## src/rtl/tm_rau_pkg.sv

```systemverilog
// Shared widths, one-hot state encoding and the latched launch request
// bundle for the thread-manager launch stage in front of RAU.
package tm_rau_pkg;

  localparam int NUM_HW_WARPS = 8;
  localparam int SLOT_W       = $clog2(NUM_HW_WARPS);
  localparam int SWWARP_W     = 32;
  localparam int NREQ_W       = 3;
  localparam int EFF_W        = NREQ_W + 1;
  localparam int AVAIL_W      = 5;
  localparam int CNT_W        = EFF_W;
  localparam int ALLO_SLACK   = 2;

  localparam int B_IDLE  = 0;
  localparam int B_CHECK = 1;
  localparam int B_ISSUE = 2;
  localparam int B_WAIT  = 3;

  typedef enum logic [3:0] {
    S_IDLE  = 4'b0001,
    S_CHECK = 4'b0010,
    S_ISSUE = 4'b0100,
    S_WAIT  = 4'b1000
  } tm_state_e;

  typedef struct packed {
    logic [SWWARP_W-1:0] swwarp;
    logic [NREQ_W-1:0]   nreq;
    logic [SLOT_W-1:0]   slot;
  } tm_req_t;

  // RAU hands out registers in pairs, so odd requests round up.
  function automatic logic [EFF_W-1:0] nreq_eff(
    input logic [NREQ_W-1:0] n
  );
    return {1'b0, n} + EFF_W'(n[0]);
  endfunction

  // One RAU cycle per register pair plus the READY/ALLO hops.
  function automatic logic [CNT_W-1:0] wait_cnt(
    input logic [EFF_W-1:0] e
  );
    return CNT_W'(e >> 1) + CNT_W'(ALLO_SLACK);
  endfunction

endpackage

```

## src/rtl/tm_free_slot_enc.sv

```systemverilog
// Lowest-zero priority encoder over the active-slot bitmap.
// Ports: active (bitmap) -> any_free, idx (lowest free slot).
module tm_free_slot_enc
  import tm_rau_pkg::*;
(
  input  logic [NUM_HW_WARPS-1:0] active,
  output logic                    any_free,
  output logic [SLOT_W-1:0]       idx
);

  // Scan downward so the lowest free index is the last one written.
  always_comb begin
    any_free = 1'b0;
    idx      = '0;
    for (int i = NUM_HW_WARPS - 1; i >= 0; i--) begin
      if (!active[i]) begin
        any_free = 1'b1;
        idx      = SLOT_W'(i);
      end
    end
  end

endmodule

```

## src/rtl/tm_warp_launch.sv

```systemverilog
// TM launch stage: picks a free HW slot, requests RAU allocation,
// waits it out, marks the slot active; snoops/stalls IB exits.
// Ports: Launch_* handshake, TM_RAU_* request, IB exit snoop/stall,
// TM_WarpActive bitmap, sticky TM_Err.
module tm_warp_launch
  import tm_rau_pkg::*;
(
  input  logic                    clk,
  input  logic                    rst,
  input  logic                    Launch_Valid,
  output logic                    Launch_Ready,
  input  logic [SWWARP_W-1:0]     Launch_SWWarp,
  input  logic [NREQ_W-1:0]       Launch_Nreq,
  output logic                    Launch_Done,
  output logic [SLOT_W-1:0]       Launch_HWWarp,
  input  logic [AVAIL_W-1:0]      RAU_TM_Available,
  output logic                    TM_RAU_AlloEN,
  output logic [NREQ_W-1:0]       TM_RAU_Nreq,
  output logic [SLOT_W-1:0]       TM_RAU_HWWarp,
  output logic [SWWARP_W-1:0]     TM_RAU_SWWarp,
  input  logic                    IB_RAU_ExitEN,
  input  logic [SLOT_W-1:0]       IB_Exit_WarpID,
  output logic                    TM_IB_ExitStall,
  output logic [NUM_HW_WARPS-1:0] TM_WarpActive,
  output logic                    TM_Err
);

  tm_state_e               state;
  tm_state_e               state_nx;
  tm_req_t                 req;
  logic [NUM_HW_WARPS-1:0] active;
  logic [CNT_W-1:0]        cnt;
  logic                    exit_d;
  logic                    err;

  logic                    any_free;
  logic [SLOT_W-1:0]       free_idx;
  logic [EFF_W-1:0]        eff;
  logic                    fits;
  logic                    ready;
  logic                    stall;
  logic                    allo;
  logic                    done;
  logic                    accept;
  logic                    exit_take;

  tm_free_slot_enc u_enc (
    .active   (active),
    .any_free (any_free),
    .idx      (free_idx)
  );

  assign eff  = nreq_eff(req.nreq);
  assign fits = AVAIL_W'(eff) <= RAU_TM_Available;

  always_comb begin
    state_nx = state;
    ready    = 1'b0;
    stall    = 1'b0;
    allo     = 1'b0;
    done     = 1'b0;
    unique case (1'b1)
      state[B_IDLE]: begin
        ready = any_free && !IB_RAU_ExitEN;
        if (Launch_Valid && ready) state_nx = S_CHECK;
      end
      state[B_CHECK]: begin
        // Around an exit RAU is deallocating and Available is stale.
        if (fits && !IB_RAU_ExitEN && !exit_d) state_nx = S_ISSUE;
      end
      state[B_ISSUE]: begin
        allo     = 1'b1;
        stall    = 1'b1;
        state_nx = S_WAIT;
      end
      state[B_WAIT]: begin
        stall = 1'b1;
        if (cnt == '0) begin
          done     = 1'b1;
          state_nx = S_IDLE;
        end
      end
      default: state_nx = S_IDLE;
    endcase
  end

  assign accept    = Launch_Valid && ready;
  assign exit_take = IB_RAU_ExitEN && !stall;

  always_ff @(posedge clk) begin
    if (rst) begin
      state  <= S_IDLE;
      req    <= '0;
      active <= '0;
      cnt    <= '0;
      exit_d <= 1'b0;
      err    <= 1'b0;
    end else begin
      state  <= state_nx;
      exit_d <= exit_take;
      if (accept) begin
        req.swwarp <= Launch_SWWarp;
        req.nreq   <= Launch_Nreq;
        req.slot   <= free_idx;
      end
      if (state == S_ISSUE) begin
        cnt <= wait_cnt(eff);
      end else if (state == S_WAIT && cnt != '0) begin
        cnt <= cnt - 1'b1;
      end
      // Set and clear never coincide: exits are stalled in WAIT.
      if (done) active[req.slot] <= 1'b1;
      if (exit_take) begin
        if (active[IB_Exit_WarpID]) active[IB_Exit_WarpID] <= 1'b0;
        else                        err <= 1'b1;
      end
    end
  end

  assign Launch_Ready    = ready;
  assign Launch_Done     = done;
  assign Launch_HWWarp   = req.slot;
  assign TM_RAU_AlloEN   = allo;
  assign TM_RAU_Nreq     = req.nreq;
  assign TM_RAU_HWWarp   = req.slot;
  assign TM_RAU_SWWarp   = req.swwarp;
  assign TM_IB_ExitStall = stall;
  assign TM_WarpActive   = active;
  assign TM_Err          = err;

endmodule
```

## config.mk

```make
export PLATFORM = sky130hd
export DESIGN_NAME = tm_warp_launch
export DESIGN_NICKNAME = d
export VERILOG_FILES = /design/src/rtl/tm_rau_pkg.sv /design/src/rtl/tm_free_slot_enc.sv /design/src/rtl/tm_warp_launch.sv
export SDC_FILE = /design/constraint.sdc
export NUM_CORES = 1
export LEC_CHECK = 0
export CORE_UTILIZATION = 39
export CTS_CLUSTER_SIZE = 12
export DETAILED_ROUTE_END_ITERATION = 12
export PLACE_DENSITY = 0.77
export SLEW_MARGIN = 20
export SYNTH_ARGS = -nofsm -noshare
export SYNTH_HDL_FRONTEND = slang
export SYNTH_HIERARCHICAL = 1
export SYNTH_SLANG_ARGS = --single-unit
```

## constraint.sdc

```tcl
create_clock -name clk -period 1.7 [get_ports clk]
set_input_delay 0.34 -clock clk [delete_from_list [all_inputs] [get_ports clk]]
set_output_delay 0.34 -clock clk [all_outputs]
set_load 0.02 [all_outputs]
```

==> impl_metrics.toml <==
[synthesis]
ys_types = 39
synth_top_area_cell = "dfxtp_1"
synth_ff_type = "dfxtp_1"
synth_edf_count = 0
ys_ff_latch = 56
synth_nets = 358
synth_area_leaders = "dfxtp_1 (46%), nand2_1 (13%), a21oi_1 (10%)"
yosysMostFrequentCell = "nand2_1"
synth.top_cell.area_share_pct = 45.6
avgSynthCellArea_um2 = 8.08
ys_top_cells_by_count = "nand2_1 (87), dfxtp_1 (56), a21oi_1 (49), nor2_1 (14), inv_1 (11)"
synth-async-reset-ratio_pct = 0
seq_area_frac_synth_pct = 45.6
synthCells = 304
yosys_warnings = 6
synthesis.area_um2 = 2460

[timing]
worstMarginPinSlew_ps = 421
hold_viol = 0
min_period_ps = 1800
period_share_pct = 106
drv_slew = 0
max_slew_margin_pct = 71.7
skew_ps = 4.34
fmax_ghz = 0.556
setup_viol = 6
totalNegativeSetupSlack_ps = -250
setup_ws_ps = -99.8
rsz0062_at_grt = "yes"

[global_routing]
grtUsageTotal_pct = 20.7
grt_overflow_total = 0
antenna_found_initial = 0
grt_pass1_vias = 2356
grt_pass1_wl_um = 10600
grt_max_degree = 40

[floorplanning]
die_area_um2 = 6620
coreArea_um2 = 5990
num_rows = 28
ios = 101
dieWidth_um = 81.4
initial_core_util_pct = 41.0
die_h_um = 81.4

[clock_tree]
cts_buffer_depth = 2
numCtsBuffers = 5
h-tree-depth = 2
cts_sinks = 56
clk_pin_slew_ps = 100
cts_root_buf = "clkbuf_8"
cts_tree = "done"
clk_latency_ps = 300

[setup_path]
cp_max_fo = 2
critPathArrivalTime_ps = 1460
path_class = "reg2out"
worstPathRequired_ps = 1360
end_kind = "output port"
worst_setup_path_start_kind = "flop"

[layout]
fillCellCount = 493
final_cells = 514
area_delta_synth_final_pct = 63.0
multi_input_area_um2 = 1270
final_area_um2 = 4010
num_antenna_cells = 0
drive_above_1_share_pct = 21.0
fin_nets = 492
final-seq-area_um2 = 1140

[status]
status = "complete, but fails checks"
failed_checks = "setup timing"

[flow_run]
maxCapViolations = 0

[power_and_ir_drop]
powerDensity_nw_per_um2 = 681
irDropWorstVdd_uv = 506
leakage_nw = 1.68

[detailed_routing]
via_per_inst = 4.94
drtAntennaViolNets = 0
drc = 0
vias = 2540
drtIter0Drc = 79
drt_wl_total_um = 6960
drt_first_pass_iters = 7
wl_per_cell_um = 13.5

[placed_design]
hpwlAfterDp_um = 4830
routabilityCongestion = 0.891
numPortBuffers = 100
dp.cells = 498
dpl_cell_area_um2 = 3780

[worst_hold_path]
min_path_type = "in2reg"
==> critical path: stages, from the launching register on <==
cell     delay (ps)
dfxtp_2         340
inv_2            50
ha_1            130
or3b_4          400
nor2_4          120
buf_6           120
==> cell type report <==
class	instances	share of cell area [%]
Timing Repair Buffer	146	33.7
Multi-Input combinational cell	218	31.6
Sequential cell	56	28.5
Tap cell	75	2.34
Clock buffer	5	1.72
Clock inverter	3	1.03
Inverter	11	1.03
==> metal layers <==
| metal | up-vias | GRT usage [%] | routed length (µm) |
|---|---|---|---|
| met5 | - | 0 | 0 |
| met4 | 0 | 5.36 | 63 |
| met3 | 4 | 4.72 | 421 |
| met2 | 74 | 37.4 | 3520 |
| met1 | 1172 | 24.2 | 2960 |
| li1 | 1290 | - | - |
==> state kept, by name (all words and copies together) (netlist names) <==
register / flops
TM_RAU_Nreq: 3
state: 4
cnt: 4
exit_d: 1
Launch_HWWarp: 3
TM_Err: 1
TM_RAU_SWWarp: 32
TM_WarpActive: 8
==> cell families (layout without fill, tap and decap cells) <==
group	after synthesis	count (layout)	share of synthesized area, %
and+or+nand+nor	132	132	25.1
buffers and inverters	30	165	5.75
AOI/OAI and AO/OA	72	72	17.3
DFF	56	56	45.6
xor gates and xnor gates	3	3	1.07
adders and majority gates	7	7	3.56
muxes	4	4	1.63
==> path summary, 6_finish.rpt <==
check                        start          endpoint  slack [ps]  depth (start not counted)
setup / recovery            cnt[0]       Launch_Done        -100                          5
hold / removal                 rst          state[3]         420                          2
setup reg to reg    TM_RAU_Nreq[0]          state[2]         -80                          6
hold reg to reg   TM_RAU_SWWarp[8]  TM_RAU_SWWarp[8]         460                          2
==> power by group <==
part / switching, mW / internal, mW
clock network: 0.436 / 0.438
registers: 0.0295 / 1.36
logic: 0.217 / 0.248
total: 0.683 / 2.04
==> metrics by stage <==
step,total power [mW],worst slack [ps],hold slack [ps],util [%]
3_5_place_dp,1.88,-319,447,63.2
2_1_floorplan,1.62,-95.3,466,-
6_report,2.73,-99.8,420,66.9
5_1_grt,2.84,-176,420,66.9
3_3_place_gp,1.87,-276,441,63.2
4_1_cts,2.74,-96.2,420,65.6
==> cells in the final DEF (no fill, tap or decap), types with 2 or more instances in the layout <==
| cell | count |
|---|---|
| nor2_1 | 11 |
| clkbuf_8 | 5 |
| clkdlybuf4s50_1 | 80 |
| xor2_1 | 2 |
| mux2i_1 | 4 |
| nor2_4 | 2 |
| and3_1 | 3 |
| buf_12 | 2 |
| a211oi_2 | 3 |
| nand2_1 | 84 |
| a211oi_1 | 7 |
| ha_1 | 6 |
| dfxtp_4 | 2 |
| inv_1 | 9 |
| buf_4 | 44 |
| nand3_1 | 6 |
| inv_2 | 2 |
| dfxtp_1 | 43 |
| nor3b_1 | 2 |
| dlygate4sd2_1 | 16 |
| nor3_1 | 3 |
| o21ai_0 | 2 |
| buf_6 | 2 |
| a21oi_1 | 49 |
| nor3_4 | 2 |
| a31oi_1 | 5 |
| nor2b_1 | 3 |
| nand2_2 | 2 |
| dfxtp_2 | 11 |
==> timing repair <==
item | in CTS | in global routing
hold buffers | 0 | 0
resized for setup | 40 | 17
endpoints found under the hold margin | 0 | 0
endpoints found under the setup margin | 20 | 16
pin swaps | 8 | 6
buffers inserted | 3 | 5
Power figures use the tool's default switching activity.
